--- config.mk ---
export PLATFORM = sky130hd
export DESIGN_NAME = logic_unit_arbiter
export DESIGN_NICKNAME = d
export VERILOG_FILES = /design/src/rtl/logic_unit_arbiter.sv
export SDC_FILE = /design/constraint.sdc
export NUM_CORES = 1
export LEC_CHECK = 0
export ABC_AREA = 1
export BUFFER_PORTS_ARGS = -buffer_cell sky130_fd_sc_hd__buf_2
export CAP_MARGIN = 20
export CORE_AREA = 2 2 154 156
export DETAILED_ROUTE_END_ITERATION = 16
export DIE_AREA = 0 0 156 158
export GPL_ROUTABILITY_DRIVEN = 0
export PLACE_DENSITY = 0.6
export SYNTH_ARGS = -nofsm -noshare
export SYNTH_HDL_FRONTEND = slang
export SYNTH_SLANG_ARGS = --single-unit
--- constraint.sdc ---
create_clock -name clk -period 1.54 [get_ports clk]
set_input_delay 0.077 -clock clk [delete_from_list [all_inputs] [get_ports clk]]
set_output_delay 0.077 -clock clk [all_outputs]
set_load 0.01 [all_outputs]
--- src/rtl/logic_unit_arbiter.sv ---
// Two-requester round-robin arbiter and sequencer for a shared 32-bit bitwise gate bank.
// Holds registered operands for SETTLE_CYCLES cycles, then returns the selected result.
module logic_unit_arbiter #(
  parameter int unsigned SETTLE_CYCLES = 4
) (
  input  logic        clk,
  input  logic        reset_n,
  input  logic        req0_valid,
  output logic        req0_ready,
  input  logic [2:0]  req0_op,
  input  logic [31:0] req0_a,
  input  logic [31:0] req0_b,
  input  logic        req1_valid,
  output logic        req1_ready,
  input  logic [2:0]  req1_op,
  input  logic [31:0] req1_a,
  input  logic [31:0] req1_b,
  output logic        resp0_valid,
  input  logic        resp0_ready,
  output logic        resp1_valid,
  input  logic        resp1_ready,
  output logic [31:0] resp_data,
  output logic        resp_err,
  output logic [31:0] gate_a,
  output logic [31:0] gate_b,
  input  logic [31:0] gate_and,
  input  logic [31:0] gate_nand,
  input  logic [31:0] gate_or,
  input  logic [31:0] gate_nor,
  input  logic [31:0] gate_xor,
  output logic        busy
);

  typedef enum logic [1:0] {StIdle, StSettle, StResp} state_e;

  localparam logic [3:0] CntInit = 4'(SETTLE_CYCLES - 1);

  state_e      state_q, state_d;
  logic        ptr_q, ptr_d;
  logic        owner_q, owner_d;
  logic [3:0]  cnt_q, cnt_d;
  logic [2:0]  op_q, op_d;
  logic [31:0] gate_a_q, gate_a_d;
  logic [31:0] gate_b_q, gate_b_d;
  logic [31:0] resp_data_q, resp_data_d;
  logic        resp_err_q, resp_err_d;

  logic        grant0, grant1;
  logic [2:0]  sel_op;
  logic [31:0] bank_out;

  // The pointer only breaks ties; a lone valid requester always wins.
  assign grant0 = req0_valid & (~req1_valid | ~ptr_q);
  assign grant1 = req1_valid & (~req0_valid | ptr_q);
  assign sel_op = grant1 ? req1_op : req0_op;

  always_comb begin
    bank_out = 32'h0;
    unique case (op_q)
      3'd0:    bank_out = gate_and;
      3'd1:    bank_out = gate_nand;
      3'd2:    bank_out = gate_or;
      3'd3:    bank_out = gate_nor;
      3'd4:    bank_out = gate_xor;
      default: bank_out = 32'h0;
    endcase
  end

  always_comb begin
    state_d     = state_q;
    ptr_d       = ptr_q;
    owner_d     = owner_q;
    cnt_d       = cnt_q;
    op_d        = op_q;
    gate_a_d    = gate_a_q;
    gate_b_d    = gate_b_q;
    resp_data_d = resp_data_q;
    resp_err_d  = resp_err_q;
    req0_ready  = 1'b0;
    req1_ready  = 1'b0;

    unique case (state_q)
      StIdle: begin
        // Ready is masked while reset is asserted so no handshake is ever seen then.
        req0_ready = reset_n & grant0;
        req1_ready = reset_n & grant1;
        if (grant0 | grant1) begin
          owner_d  = grant1;
          op_d     = sel_op;
          gate_a_d = grant1 ? req1_a : req0_a;
          gate_b_d = grant1 ? req1_b : req0_b;
          if (sel_op > 3'd4) begin
            state_d     = StResp;
            resp_err_d  = 1'b1;
            resp_data_d = 32'h0;
          end else begin
            state_d = StSettle;
            cnt_d   = CntInit;
          end
        end
      end
      StSettle: begin
        if (cnt_q == 4'd0) begin
          resp_data_d = bank_out;
          resp_err_d  = 1'b0;
          state_d     = StResp;
        end else begin
          cnt_d = cnt_q - 4'd1;
        end
      end
      StResp: begin
        if (owner_q ? resp1_ready : resp0_ready) begin
          state_d = StIdle;
          ptr_d   = ~owner_q;
        end
      end
      default: state_d = StIdle;
    endcase
  end

  always_ff @(posedge clk) begin
    if (!reset_n) begin
      state_q     <= StIdle;
      ptr_q       <= 1'b0;
      owner_q     <= 1'b0;
      cnt_q       <= 4'd0;
      op_q        <= 3'd0;
      gate_a_q    <= 32'h0;
      gate_b_q    <= 32'h0;
      resp_data_q <= 32'h0;
      resp_err_q  <= 1'b0;
    end else begin
      state_q     <= state_d;
      ptr_q       <= ptr_d;
      owner_q     <= owner_d;
      cnt_q       <= cnt_d;
      op_q        <= op_d;
      gate_a_q    <= gate_a_d;
      gate_b_q    <= gate_b_d;
      resp_data_q <= resp_data_d;
      resp_err_q  <= resp_err_d;
    end
  end

  assign resp0_valid = (state_q == StResp) & ~owner_q;
  assign resp1_valid = (state_q == StResp) & owner_q;
  assign resp_data   = resp_data_q;
  assign resp_err    = resp_err_q;
  assign gate_a      = gate_a_q;
  assign gate_b      = gate_b_q;
  assign busy        = (state_q != StIdle);

endmodule
==> reports/metrics.csv <==
stage,metric,value,unit
detailed_routing,total number of vias,8620,
logic_synthesis,mean area per synthesized cell,6.25,um2
floorplan,core area,23100,um2
grt,grt ovf,0,
timing,f_max,647,MHz
placement,detailed placer's ending HPWL,19.2,mm
grt,GRT met1 Usage,0.236,
grt,met3 Use GR,0.0561,
power,sequential share of power,0.284,
clock_network,CTS tree,yes,
timing,# setup viols final,2,
hold_path,WHS Path Cells,3,
placement,placed cell areas,8550,um2
clock_network,clk sinks,108,
logic_synthesis,adder-cell share of the synthesized area,0.00410,
worst_setup_path,crit-path max cell delay,0.34,ns
timing,Final period util,1.00,
power,Logic pwr share,0.544,
finish,share of cells above drive strength 1,0.389,
logic_synthesis,share of the synthesized area in the top cell type,0.354,
logic_synthesis,post-synthesis xor/xnor area fraction,0.00287,
timing,Hold Fails Final Rpt,0,
placement,Setup WS pre-CTS,-0.0191,ns
grt,GRT Max-Usage Layer,met2,
logic_synthesis,yosys warns,0,
worst_setup_path,Critical Path AT,1.79,ns
worst_setup_path,most numerous cell on the critical path,nand2_2,
logic_synthesis,Post-Syn Instances,976,
logic_synthesis,number of flops mapped to enable cells by yosys,0,
clock_network,clock tree buffer depth,2,
detailed_routing,DR iter-0 viols,606,
detailed_routing,drt first pass iters,7,
worst_setup_path,CP Launch Type,register,
timing,final hold slack,0.0195,ns
timing,slew margin rel.,0.710,
detailed_routing,Post-Route WL,29.6,mm
timing,Max Slew Vio Count,0,
logic_synthesis,simple-gate portion of the synthesized area,0.369,
clock_network,"Clk pin slew, worst setup/hold paths",0.09,ns
floorplan,Starting Density,0.265,
floorplan,row count,56,
timing,Slew @ Worst Pin,0.435,ns
logic_synthesis,cell with the most instances after synthesis,nand2_1,
logic_synthesis,Synth Register Bits,108,
worst_setup_path,number of buffers and inverters on the critical path,2,
logic_synthesis,Post-Syn Area,6100,um2
logic_synthesis,top cell type by total area after synthesis,dfxtp_1,
logic_synthesis,main flop type after synthesis,dfxtp_1,
timing,setup_tns,-0.00801,ns
finish,Layout Utilization,0.464,
finish,area of the multi-input gates,3620,um2
logic_synthesis,largest family of logic cells by synthesized area,simple AND/OR/NAND/NOR gates,
grt,gr usage total,0.211,
logic_synthesis,sequential share of the synthesized area,0.354,
clock_network,htree depth,3,
timing,Final min period,1.55,ns
power,clock share of power,0.173,
worst_setup_path,Worst Reg2Reg Path Length in Cells,10,
worst_setup_path,"delay-heaviest family, CP",simple AND/OR/NAND/NOR gates,
power,Worst IR Drop VDD,0.000653,V
finish,Finished Cell Area,10700,um2
timing,setup slack after layout,-0.00552,ns
power,overall power,14.3,mW
grt,initial antenna violation count,1,
clock_network,TritonCTS buffer count,9,
clock_network,worst skew pair latency,0.36,ns
run_status,status,finished with violations,
hold_path,Min-Delay Path Class,in -> reg,
worst_setup_path,Critical Path End Type,register,
clock_network,clk root buf,clkbuf_16,
detailed_routing,Antenna Nets Post-Route,0,
power,leak pwr,5.40,nW
logic_synthesis,syn_nets,1278,
grt,first-pass GRT wire length,41.1,mm
worst_setup_path,Crit path depth,10,
floorplan,Die Area,24600,um2
worst_setup_path,crit-path max FO,8,
logic_synthesis,Async SR Flop Fraction,0,
finish,Fillers,2340,
detailed_routing,drt drc,0,
placement,Post-Place Cells,1629,
finish,P&R area growth vs syn,75.2,%
detailed_routing,Vias/cell,4.85,
finish,Final nets,1785,
logic_synthesis,Compound-Gate Fraction of Synth Area,0.165,
timing,skew final,0.0165,ns
detailed_routing,routed wire length per instance,16.6,um
floorplan,Horiz. Die Dim,156,um
worst_setup_path,worst path required time,1.79,ns
power,switching power share of the total,0.429,
worst_setup_path,worst setup path class,reg -> reg,
floorplan,Die Span Y,158,um
worst_setup_path,worst-path cell chain,inv_2 > ha_4 > nand2_2 > nand2_2 > o21ai_4 > nor2_4 > nand2_8 > clkbuf_16 > nor2_2 > nor2_1,
finish,final cell count without fillers,1779,
logic_synthesis,multiplexer share of the synthesized area,0,
power,switching power,6.16,mW
floorplan,Top Ports,402,
grt,M2 GR Usage,0.390,
power,Cell Int Power,8.19,mW
grt,pin count of the biggest net entering global routing,65,
timing,RSZ-0062 raised after global routing,true,
logic_synthesis,Synth area leaders,"dfxtp_1 35%, nand2_1 16%, nand3_1 9.7%, nor2_1 7.9%, a31oi_1 6.6%",
finish,sequential cell area,2170,um2
worst_setup_path,"Slowest-stage cell, CP",dfxtp_2,
placement,Port-buffer cells,401,
logic_synthesis,synth unique cells,30,
logic_synthesis,synth cell count leaders,"266 x nand2_1, 128 x nor2_1, 118 x nand3_1",
run,max cap viols,0,
run_status,failing checks,negative setup slack,
grt,vias in the first global route,7986,
power,P per Cell Area,1340,nW/um2
-- logic make-up (layout without fill, tap and decap cells) --
| group | after synthesis | count (layout) |
|---|---|---|
| xor gates and xnor gates | 2 | 2 |
| buffers and inverters | 146 | 657 |
| DFF | 108 | 108 |
| and+or+nand+nor | 536 | 537 |
| adders and majority gates | 2 | 2 |
| AOI/OAI and AO/OA | 182 | 182 |
| other | 0 | 1 |
-- power by group through the flow --
stage                     clock network, mW  logic (mW)  registers, mW
after global placement                    0        6.19           4.09
after detailed placement                  0        6.24           4.09
after global routing                   2.65        8.54           4.17
final                                  2.48        7.80           4.07
after floorplan                           0        3.43           4.41
after CTS                              2.56        6.53           4.05
-- layout make-up --
class,count,area share
antenna,1,0.000234
tap,290,0.0339
inverter,72,0.0260
sequential,108,0.203
timing repair buffer,569,0.369
multi-input combinational,723,0.339
clock inverter,7,0.00831
clock buffer,9,0.0211
-- state kept, by name, summed over array words and instances (netlist names) --
signal	count
ptr_q	1
cnt_q	4
resp_data	32
op_q	3
owner_q	1
gate_a	32
state_q	2
gate_b	32
resp_err	1
-- cell usage in the layout, fill, tap and decap left out, types with 2 or more instances in the layout --
master and n:
nand3_2 11, a31oi_1 64, buf_6 10, o21ai_2 2
nand2_2 40, nor3_4 2, clkinv_4 2, nand4_1 12
nor2_4 9, nand3_1 108, dfxtp_1 101, inv_8 2
o21ai_0 60, nand2_1 223, nor2_1 108, inv_1 64
buf_2 400, buf_12 14, o21ai_1 39, clkinv_8 3
buf_4 23, nor2_2 17, dfxtp_2 7, clkbuf_16 18
a21oi_1 13, dlygate4sd3_1 112, nand2_4 6, inv_2 6
-- layer usage --
layer  vias up  part of all wire
li1       4221                 -
met1      3953              0.39
met2       398              0.51
met3        48             0.078
met4         0             0.023
met5         -                 0
-- repair_timing --
action | in CTS | in global routing
buffers inserted | 0 | 10
hold buffers | 112 | 0
pin swaps | 0 | 39
gates cloned | 1 | 10
setup endpoints to repair | 28 | 65
gates resized for setup | 5 | 120
endpoints found under the hold margin | 65 | 0
-- worst register-to-register path: cells and delay by family (launching register included) --
| family | cells | cell delay, ns |
|---|---|---|
| AND/OR/NAND/NOR | 6 | 0.62 |
| adder cells (fa/ha/maj) | 1 | 0.13 |
| flip-flops | 1 | 0.34 |
| buffers and inverters | 2 | 0.29 |
| AO/OA/AOI/OAI | 1 | 0.07 |
-- final timing paths --
| check | from | endpoint | slack (ns) |
|---|---|---|---|
| max | cnt_q[1] | resp_data[30] | -0.006 |
| min | req1_a[22] | gate_a[22] | 0.02 |
| max reg2reg | cnt_q[1] | resp_data[30] | -0.006 |
| min reg2reg | resp_data[27] | resp_data[27] | 0.47 |
Note: power is estimated with default switching activity, not from simulation.
